$ cat src/rtl/led_arbiter.sv
// Round-robin arbiter sharing the 8-LED bank between up to eight requesters.
// Define LED_ARB_TIMEOUT_EN to enable hold-time preemption under contention.
module led_arbiter #(
    parameter int unsigned N_REQ    = 4,
    parameter int unsigned HOLD_MAX = 1200000
) (
    input  logic                 clk,
    input  logic                 rst,
    input  logic [N_REQ-1:0]     req,
    input  logic [8*N_REQ-1:0]   pat,
    output logic [N_REQ-1:0]     gnt,
    output logic [2:0]           owner,
    output logic                 busy,
    output logic [7:0]           leds
);

    if (N_REQ < 2 || N_REQ > 8) begin : g_bad_n_req
        $error("led_arbiter: N_REQ must be in 2..8");
    end
    if (HOLD_MAX < 2 || HOLD_MAX > 32'hFF_FFFF) begin : g_bad_hold_max
        $error("led_arbiter: HOLD_MAX must be in 2..2^24-1");
    end

    typedef enum logic [1:0] {StIdle, StGrant, StGap} state_e;

    state_e           state_q, state_d;
    logic [N_REQ-1:0] gnt_q, gnt_d;
    logic [2:0]       owner_q, owner_d;
    logic [2:0]       ptr_q, ptr_d;
    logic [7:0]       leds_q, leds_d;

    logic             win_valid;
    logic [2:0]       win_idx;
    logic [7:0]       win_pat;
    logic             own_req;
    logic [7:0]       own_pat;
    logic             preempt;

    // Descending scans leave the lowest matching index, first from ptr upward, then wrapped.
    always_comb begin
        win_valid = 1'b0;
        win_idx   = '0;
        for (int i = N_REQ - 1; i >= 0; i--) begin
            if (req[i] && (3'(i) >= ptr_q)) begin
                win_valid = 1'b1;
                win_idx   = 3'(i);
            end
        end
        if (!win_valid) begin
            for (int i = N_REQ - 1; i >= 0; i--) begin
                if (req[i]) begin
                    win_valid = 1'b1;
                    win_idx   = 3'(i);
                end
            end
        end
    end

    always_comb begin
        win_pat = '0;
        own_req = 1'b0;
        own_pat = '0;
        for (int i = 0; i < N_REQ; i++) begin
            if (win_idx == 3'(i)) begin
                win_pat = pat[8*i +: 8];
            end
            if (owner_q == 3'(i)) begin
                own_req = req[i];
                own_pat = pat[8*i +: 8];
            end
        end
    end

`ifdef LED_ARB_TIMEOUT_EN
    localparam logic [23:0] HoldLast = 24'(HOLD_MAX - 1);

    logic [23:0] hold_q, hold_d;
    logic        others;

    // gnt_q is the owner's one-hot while granted, so this masks out the owner.
    assign others = |(req & ~gnt_q);

    always_comb begin
        hold_d = hold_q;
        if (state_q == StIdle) begin
            hold_d = '0;
        end else if (state_q == StGrant && hold_q != HoldLast) begin
            hold_d = hold_q + 24'd1;
        end
    end

    always_ff @(posedge clk) begin
        if (rst) begin
            hold_q <= '0;
        end else begin
            hold_q <= hold_d;
        end
    end

    assign preempt = (hold_q == HoldLast) && others;
`else
    assign preempt = 1'b0;
`endif

    always_ff @(posedge clk) begin
        if (rst) begin
            state_q <= StIdle;
            gnt_q   <= '0;
            owner_q <= '0;
            ptr_q   <= '0;
            leds_q  <= '0;
        end else begin
            state_q <= state_d;
            gnt_q   <= gnt_d;
            owner_q <= owner_d;
            ptr_q   <= ptr_d;
            leds_q  <= leds_d;
        end
    end

    always_comb begin
        state_d = state_q;
        gnt_d   = gnt_q;
        owner_d = owner_q;
        ptr_d   = ptr_q;
        leds_d  = leds_q;
        unique case (state_q)
            StIdle: begin
                gnt_d  = '0;
                leds_d = '0;
                if (win_valid) begin
                    state_d = StGrant;
                    owner_d = win_idx;
                    leds_d  = win_pat;
                    for (int i = 0; i < N_REQ; i++) begin
                        gnt_d[i] = (win_idx == 3'(i));
                    end
                end
            end
            StGrant: begin
                // A release in the same cycle as a timeout lands here identically.
                if (!own_req || preempt) begin
                    state_d = StGap;
                    gnt_d   = '0;
                    leds_d  = '0;
                end else begin
                    leds_d = own_pat;
                end
            end
            StGap: begin
                state_d = StIdle;
                gnt_d   = '0;
                leds_d  = '0;
                ptr_d   = (owner_q == 3'(N_REQ - 1)) ? 3'd0 : owner_q + 3'd1;
            end
            default: begin
                state_d = StIdle;
                gnt_d   = '0;
                leds_d  = '0;
            end
        endcase
    end

    always_comb begin
        gnt   = gnt_q;
        owner = owner_q;
        leds  = leds_q;
        busy  = (state_q == StGrant);
    end

endmodule

$ cat config.mk
export PLATFORM = sky130hd
export DESIGN_NAME = led_arbiter
export DESIGN_NICKNAME = d
export VERILOG_FILES = /design/src/rtl/led_arbiter.sv
export SDC_FILE = /design/constraint.sdc
export NUM_CORES = 1
export LEC_CHECK = 0
export BUFFER_PORTS_ARGS = -buffer_cell sky130_fd_sc_hd__buf_2
export CAP_MARGIN = 5
export CORE_AREA = 2 2 54 56
export DETAILED_ROUTE_END_ITERATION = 6
export DIE_AREA = 0 0 56 58
export PLACE_DENSITY = 0.84
export SKIP_CTS_REPAIR_TIMING = 1
export SLEW_MARGIN = 20
export SYNTH_ARGS = -nofsm -noshare
export SYNTH_HDL_FRONTEND = slang
export SYNTH_SLANG_ARGS = --single-unit
$ cat constraint.sdc
create_clock -name clk -period 4.8 [get_ports clk]
set_input_delay 0.96 -clock clk [delete_from_list [all_inputs] [get_ports clk]]
set_output_delay 0.96 -clock clk [all_outputs]
set_load 0.005 [all_outputs]
==> summary.txt, run 1 <==
Rows - 19
gpl congestion - 0.835
average vias per placed instance - 5.72
Crit Path Max Fanout - 20
Max Cap Violations - 0
final setup TNS - 0 ns
Layout fillers - 261
Final Cell Area - 1540 sq um
via count - 1299
relative slew slack - 38.0%
area share of the largest cell type after synthesis - 28.3%
Crit path max-delay family - compound AO/OA/AOI/OAI gates
Hold EP - gnt[1]
Post-route DRC - 0
WP buf/inv - 2
LEAKAGE - 0.796 nW
antenna violations before repair - 0
Mapped Area - 1270 sq um
Worst Max-Slew Pin Slew - 0.931 ns
FF-to-FF End - leds[2]
starting density of the core - 47.7%
number of I/O pins - 54
minimum hold slack - 0.465 ns
startpoint types - primary input
largest area contributor in the netlist - dfxtp_1
fmax - 430 MHz
first-pass GRT wire length - 5180 microns
Setup Slack @ Placement - 2.14 ns
syn avg cell area - 8.42 sq um
Clock Latency Late Sink - 0.30 ns
crit path DAT - 2.49 ns
Syn Nets - 193
reg2reg path depth - 7
Design Power - 0.408 mW
hold crit path type - flip-flop to flip-flop
number of routed nets with antenna violations - 0
sequential share of the synthesized area - 28.3%
fraction of layout cells with a size suffix above 1 - 31.6%
Port Buf Inserts - 52
Hold Vio Cnt, Final - 0
final setup vio count - 0
DR pass1 iterations - 4
setup ws final - 2.48 ns
diode count - 0
placed wire-length estimate - 2290 microns
GRT Residual Overflow - 0
PD cells - 265 nW/um^2
Slew Limit Fails - 0
RSZ-0062 raised after global routing - false
Reg2Reg Launch Point - owner[1]
H-tree depth - 1
CTS tree - yes
hold_sp - gnt[1]
DRT iter0 DRCs - 59
Data required, critical path - 4.96 ns
skew final - 0.00904 ns
Netlist cell types - 32
crit end category - flip-flop
Post-Route WL - 3090 microns
Setup Crit Path Kind - primary input to flip-flop
CTS Buffer Depth - 2
most used cell, CP - o221ai_1
hold depth - 2
Root Buffer - clkbuf_4
Die ar. - 3250 sq um
largest net degree at the start of global routing - 21
Worst VDD drop - 0.226 mV
Post-Synthesis Cells - 151
CTS Sinks - 18
final net count - 239
Die Ht - 58 microns
worst path cell trace - buf_2 -> inv_1 -> o221ai_1 -> a21o_1 -> mux2i_1 -> o221ai_1
CP max-delay cell - a21o_1
area of the core - 2660 sq um
area delta synth->final - 21.0%
minimum clock period - 2.32 ns
flop2flop setup slack - 2.66 ns
WL/cell - 13.6 microns
Die W - 56 microns
register clock-pin slew on the reported worst setup and hold paths - 0.10 ns
vias in the first global route - 1140
synth top area cells - dfxtp_1, mux2i_1, o221ai_1
#FFs+latches synth - 18
number of CTS-inserted buffers - 3
Placement Cell Area - 1500 sq um
CP peak stage delay - 0.76 ns
Tcrit/Tclk final - 48.4%
GR Util All Layers - 19.7%
run status - completed
synth warn - 0
flip-flops by register name, indices dropped and copies added (netlist names):
register  cells
gnt           4
ptr_q         2
leds          8
state_q       2
owner         2
routing by layer:
metal / up-vias / part of all wire [%] / track usage (%)
met5: - / 0 / 0
met4: 0 / 0.91 / 6.46
met3: 4 / 8.4 / 4.02
met2: 56 / 45 / 31.4
met1: 585 / 46 / 26.9
li1: 654 / - / -
logic make-up after synthesis:
logic type / synth area share (%)
multiplexers: 15.1
flip-flops: 28.3
AND/OR/NAND/NOR: 14.3
adder cells (fa/ha/maj): 3.94
AO/OA/AOI/OAI: 28.0
buffers and inverters: 10.1
other: 0.295
worst register-to-register path, delay by kind of cell (launching register included):
family | cells | cell delay (ns)
simple gates | 1 | 0.47
compound gates | 4 | 0.75
fa+ha+maj | 1 | 0.33
flops | 1 | 0.43
buf+inv | 1 | 0.08
power breakdown:
part / switching [mW] / internal [mW] / total, mW
combinational: 0.0743 / 0.0644 / 0.139
sequential: 0.00643 / 0.166 / 0.172
clock: 0.0512 / 0.0462 / 0.0975
worst max-delay path by stage:
stage / startpoint / end / slack, ns / cells past startpoint
final: req[0] / leds[3] / 2.48 / 6
after global routing: req[0] / leds[7] / 2.39 / 6
after CTS: req[0] / leds[3] / 2.48 / 6
after detailed placement: req[0] / leds[3] / 2.14 / 6
after global placement: req[0] / leds[3] / 2.23 / 6
after floorplan: req[0] / leds[0] / 2.79 / 5
Yosys cell counts:
cell type,count
o221ai_1,9
clkbuf_1,4
nand2_1,2
and3_1,8
a221o_1,1
nor2_2,2
o21ai_0,11
ha_1,4
buf_4,3
nor2b_1,5
a22o_1,1
mux2_2,1
a21oi_1,7
inv_2,1
nand3_1,4
conb_1,1
a221oi_1,7
dfxtp_1,18
a2111oi_0,8
buf_1,1
a311o_1,1
buf_6,2
nor2_1,7
o21ai_2,1
a21o_1,1
mux2i_1,18
nand3b_1,2
buf_2,1
inv_1,15
nand2_2,1
o21ai_1,2
nand2b_1,2
area by class of cell:
cell class / instances / area (sq um) / area share, %
clock buffer: 4 / 36.3 / 2.36
inverter: 16 / 60.1 / 3.91
sequential: 18 / 360 / 23.4
multi-input combinational: 106 / 782 / 50.9
timing repair buffer: 52 / 260 / 16.9
tap: 31 / 38.8 / 2.52
placed cells by master, fill, tap and decap left out:
cell type	count
inv_1	15
o221ai_1	9
nand3b_1	2
ha_1	4
nand2_1	2
mux2_2	1
conb_1	1
a311o_1	1
a21o_1	1
nand2b_1	2
nand3_1	4
dfxtp_1	18
a221o_1	1
nor2_2	2
inv_2	1
nor2_1	7
and3_1	8
nand2_2	1
buf_2	52
a21oi_1	7
a2111oi_0	8
o21ai_2	1
nor2b_1	5
o21ai_0	11
o21ai_1	2
clkbuf_4	3
a22o_1	1
clkbuf_8	1
a221oi_1	7
mux2i_1	18
through the flow:
step | instances | utilization (%)
5_1_grt | 227 | 57.8
4_1_cts | 227 | 57.8
6_report | 227 | 57.8
3_5_place_dp | 223 | 56.4
3_3_place_gp | 223 | 56.4
2_1_floorplan | 151 | -
Note: power is estimated with default switching activity, not from simulation.
==> inputs of run 2 (changes only) <==
--- a/config.mk
+++ b/config.mk
@@ -5,12 +5,13 @@
 export SDC_FILE = /design/constraint.sdc
 export NUM_CORES = 1
 export LEC_CHECK = 0
+export ABC_AREA = 1
 export BUFFER_PORTS_ARGS = -buffer_cell sky130_fd_sc_hd__buf_2
 export CAP_MARGIN = 5
-export CORE_AREA = 2 2 54 56
+export CORE_AREA = 2 2 58 60
 export DETAILED_ROUTE_END_ITERATION = 6
-export DIE_AREA = 0 0 56 58
-export PLACE_DENSITY = 0.84
+export DIE_AREA = 0 0 60 62
+export PLACE_DENSITY = 0.82
 export SKIP_CTS_REPAIR_TIMING = 1
 export SLEW_MARGIN = 20
 export SYNTH_ARGS = -nofsm -noshare
==> constraint.sdc (replaced) <==
create_clock -name clk -period 2.3 [get_ports clk]
set_input_delay 0.46 -clock clk [delete_from_list [all_inputs] [get_ports clk]]
set_output_delay 0.46 -clock clk [all_outputs]
set_load 0.005 [all_outputs]
==> run 2 against run 1 <==
Effect of this change: non-clock buffer count up 3; sequential share of layout area down 3.1 points; sequential cell count unchanged; combinational power rose to 4.1 times the previous value; critical path depth up 2; via count up 26%; critical path type is now flip-flop to flip-flop; largest power group is now combinational logic.
==> summary.txt, run 2 <==
run status - completed
Max Cap Violations - 0
prevailing post-synth register cell - dfxtp_1
setup ws final - 0.358 ns
number of I/O pins - 54
sequential share of the synthesized area - 24.2%
Data required, critical path - 2.54 ns
final net count - 327
Cell Count, Final, Fillers Out - 330
average vias per placed instance - 4.96
minimum clock period - 1.94 ns
startpoint types - flip-flop
Post-Synthesis Cells - 236
most common cell after layout, fill and taps aside - nand2_1
Tcrit/Tclk final - 84.4%
GR Util All Layers - 21.5%
synth warn - 0
EDFF count, synth - 0
CTS Sinks - 18
skew final - 0.0191 ns
Mapped Area - 1490 sq um
#FFs+latches synth - 18
Syn Nets - 278
Largest register FFs - 8
number of routed nets with antenna violations - 0
synth top area cells - dfxtp_1, nand2_1, inv_1
LEAKAGE - 0.972 nW
CP peak stage delay - 0.49 ns
most used cell, CP - a21oi_1
DR pass1 iterations - 4
crit end category - flip-flop
GRT Residual Overflow - 0
area delta synth->final - 19.1%
Design Power - 1.16 mW
Port Buf Inserts - 52
CTS tree - yes
PD cells - 653 nW/um^2
Root Buffer - clkbuf_4
Die W - 60 microns
ys async rst share - 0%
starting density of the core - 46.9%
placed wire-length estimate - 2880 microns
final setup vio count - 0
DRT iter0 DRCs - 109
commonest cells after routing, fill and taps aside - nand2_1, buf_2, inv_1
area share of the largest cell type after synthesis - 24.2%
gpl congestion - 0.850
worst path cell trace - ha_1 -> a21oi_1 -> a21oi_1 -> nand2_1 -> a21oi_2 -> buf_4 -> o221ai_1 -> a21oi_1
largest net degree at the start of global routing - 19
Post-route DRC - 0
WL/cell - 11.6 microns
H-tree depth - 1
via count - 1636
placed cell count - 326
Worst VDD drop - 0.420 mV
Rows - 21
Netlist cell types - 30
Post-Route WL - 3810 microns
Setup Crit Path Kind - flip-flop to flip-flop
syn avg cell area - 6.31 sq um
hold crit path type - flip-flop to flip-flop
number of CTS-inserted buffers - 3
CP max-delay cell - ha_1
antenna violations before repair - 0
Slew Limit Fails - 0
Crit Path Max Fanout - 14
vias in the first global route - 1425
Die Ht - 62 microns
first-pass GRT wire length - 6110 microns
Crit path max-delay family - compound AO/OA/AOI/OAI gates
Die ar. - 3720 sq um
fraction of layout cells with a size suffix above 1 - 28.9%
fin util - 55.8%
WP buf/inv - 1
crit path DAT - 2.18 ns
CTS Buffer Depth - 2
Hold Vio Cnt, Final - 0
RSZ-0062 raised after global routing - false
Clock Latency Late Sink - 0.31 ns
register clock-pin slew on the reported worst setup and hold paths - 0.12 ns
most frequent cell after synthesis - nand2_1
final setup TNS - 0 ns
Setup Slack @ Placement - 0.407 ns
fmax - 515 MHz
diode count - 0
largest area contributor in the netlist - dfxtp_1
Post-synth top cells - nand2_1, inv_1, dfxtp_1
area of the core - 3180 sq um
run 2: kinds of logic after synthesis:
| kind of cell | count (synthesis) | synth area share [%] |
|---|---|---|
| compound gates | 60 | 24.1 |
| fa+ha+maj | 4 | 3.36 |
| buf+inv | 46 | 14.9 |
| flops | 18 | 24.2 |
| other cells | 1 | 0.252 |
| simple gates | 107 | 33.2 |
run 2: worst min-delay path: cells and delay by family (launching register included):
family             cells  cell delay [ns]
DFF                    1             0.32
and+or+nand+nor        1             0.06
AOI/OAI and AO/OA      1             0.05
run 2: path summary, 6_finish.rpt:
| kind | cells after the start | slack, ns | end | start |
|---|---|---|---|---|
| setup / recovery | 8 | 0.36 | leds[4] | owner[0] |
| hold / removal | 2 | 0.47 | gnt[0] | gnt[0] |
| setup reg to reg | 8 | 0.36 | leds[4] | owner[0] |
| hold reg to reg | 2 | 0.47 | gnt[0] | gnt[0] |
run 2: routing by layer:
layer	track usage [%]	vias to the layer above	part of all wire (%)
met4	3.17	0	0.76
met5	0	-	0
met3	3.93	8	6.2
met1	27.3	716	43
li1	-	854	-
met2	38.8	58	50
run 2: report_power, final:
group / internal, mW / switching (mW)
combinational: 0.218 / 0.349
clock: 0.0967 / 0.110
sequential: 0.360 / 0.0257
total: 0.675 / 0.485
run 2: layout make-up:
cell class	count	area (sq um)
clock buffers	4	36.3
fillers	324	1400
inverters	35	131
multi-input cells	172	907
flip-flops and latches	18	360
well taps	46	57.6
repair buffers	55	283
run 2: stage by stage:
| step | area (sq um) | hold WS [ns] |
|---|---|---|
| 2_1_floorplan | 1490 | 0.445 |
| 3_3_place_gp | 1740 | 0.452 |
| 3_5_place_dp | 1740 | 0.456 |
| 4_1_cts | 1780 | 0.471 |
| 5_1_grt | 1780 | 0.469 |
| 6_report | 1780 | 0.468 |
==> inputs of run 3 (changes only) <==
--- a/config.mk
+++ b/config.mk
@@ -5,13 +5,13 @@
 export SDC_FILE = /design/constraint.sdc
 export NUM_CORES = 1
 export LEC_CHECK = 0
-export ABC_AREA = 1
+export ABC_AREA = 0
 export BUFFER_PORTS_ARGS = -buffer_cell sky130_fd_sc_hd__buf_2
 export CAP_MARGIN = 5
-export CORE_AREA = 2 2 58 60
+export CORE_AREA = 2 2 56 58
 export DETAILED_ROUTE_END_ITERATION = 6
-export DIE_AREA = 0 0 60 62
-export PLACE_DENSITY = 0.82
+export DIE_AREA = 0 0 58 60
+export PLACE_DENSITY = 0.79
 export SKIP_CTS_REPAIR_TIMING = 1
 export SLEW_MARGIN = 20
 export SYNTH_ARGS = -nofsm -noshare
==> constraint.sdc (replaced) <==
create_clock -name clk -period 1.9 [get_ports clk]
set_input_delay 0.38 -clock clk [delete_from_list [all_inputs] [get_ports clk]]
set_output_delay 0.38 -clock clk [all_outputs]
set_load 0.005 [all_outputs]
==> run 3 against run 2 <==
Effect of this change: power is 7.4% lower; global-route usage fell by 1.9 points; sequential power is 13% higher; first-iteration DRC count decreased by 77%; core utilization grew 0.62 points; design area shrank 7.7%; largest cell class unchanged; combinational power fell by 30%.
==> summary.txt, run 3 (synthesis results as in run 1) <==
gpl congestion - 0.835
antenna violations before repair - 0
Reg2Reg Launch Point - owner[0]
register clock-pin slew on the reported worst setup and hold paths - 0.11 ns
minimum hold slack - 0.334 ns
RSZ-0062 raised after global routing - true
GR Util All Layers - 19.6%
flop2flop setup slack - 0.14 ns
reg2reg path depth - 6
area delta synth->final - 28.9%
Tcrit/Tclk final - 92.7%
Crit Path Max Fanout - 9
Post-route DRC - 0
via count - 1338
Largest register FFs - 8
run status - completed
Final Cell Area - 1640 sq um
number of routed nets with antenna violations - 0
PD cells - 655 nW/um^2
fin util - 56.5%
skew final - 0.00622 ns
fraction of layout cells with a size suffix above 1 - 36.6%
number of I/O pins - 54
placed wire-length estimate - 2450 microns
fmax - 568 MHz
DR pass1 iterations - 4
Placement Cell Area - 1580 sq um
Die W - 58 microns
Critical Path End - leds[6]
startpoint types - flip-flop
setup ws final - 0.138 ns
Slew Limit Fails - 0
Design Power - 1.07 mW
most common cell after layout, fill and taps aside - buf_2
Data required, critical path - 2.12 ns
crit path DAT - 1.99 ns
largest net degree at the start of global routing - 21
CTS Sinks - 18
LEAKAGE - 0.852 nW
minimum clock period - 1.76 ns
Rows - 20
final setup vio count - 0
H-tree depth - 1
Die ar. - 3480 sq um
Setup Crit Path Kind - flip-flop to flip-flop
crit path launch - owner[0]
Hold Vio Cnt, Final - 0
final net count - 248
DRT iter0 DRCs - 25
CTS tree - yes
relative slew slack - 60.1%
first-pass GRT wire length - 5400 microns
Post-Route WL - 3240 microns
area of the core - 2900 sq um
CTS Buffer Depth - 2
Setup Slack @ Placement - 0.0501 ns
hold crit path type - primary input to flip-flop
GRT Residual Overflow - 0
diode count - 0
vias in the first global route - 1284
Die Ht - 60 microns
FF-to-FF End - leds[6]
WL/cell - 13.6 microns
Clock Latency Late Sink - 0.30 ns
Port Buf Inserts - 52
crit end category - flip-flop
average vias per placed instance - 5.62
Max Cap Violations - 0
number of CTS-inserted buffers - 3
starting density of the core - 43.8%
commonest cells after routing, fill and taps aside - buf_2, mux2i_1, dfxtp_1
Worst VDD drop - 0.505 mV
Worst Max-Slew Pin Slew - 0.598 ns
Root Buffer - clkbuf_4
[run 3: how the worst min path moves through the flow]
stage | startpoint | endpoint | slack, ns | cells past startpoint
after floorplan | rst | owner[0] | 0.45 | 1
after global placement | gnt[0] | gnt[0] | 0.45 | 2
after detailed placement | gnt[2] | gnt[2] | 0.46 | 2
after CTS | rst | owner[0] | 0.32 | 2
after global routing | rst | owner[0] | 0.34 | 2
final | rst | owner[0] | 0.33 | 2
[run 3: worst max-delay path: stages (launching register included)]
cell and delay [ns]:
dfxtp_1 0.40, inv_1 0.09, ha_1 0.25, a22o_2 0.36
a2111oi_0 0.39, o21ai_0 0.13, o221ai_1 0.08
[run 3: area by class of cell]
| type | instances | area [sq um] |
|---|---|---|
| Fill cell | 294 | 1260 |
| Timing Repair Buffer | 61 | 340 |
| Sequential cell | 18 | 360 |
| Inverter | 16 | 60.1 |
| Multi-Input combinational cell | 106 | 801 |
| Tap cell | 33 | 41.3 |
| Clock buffer | 4 | 36.3 |
[run 3: per-layer routing]
metal	GRT usage [%]	vias to the layer above	wire length (microns)
met4	1.99	0	14
li1	-	678	-
met3	4.55	2	193
met2	36.9	41	1570
met1	23.5	617	1460
met5	0	-	0
[run 3: power by group]
group	total, mW	switching, mW	internal (mW)
registers	0.435	0.0162	0.418
logic	0.399	0.205	0.195
clock network	0.240	0.124	0.117
total	1.07	0.345	0.730
[run 3: stage by stage]
stage	TNS, ns	instances
global route	-0.0640	238
detailed placement	0	234
floorplan	0	151
global placement	0	234
finish	0	238
CTS	0	238
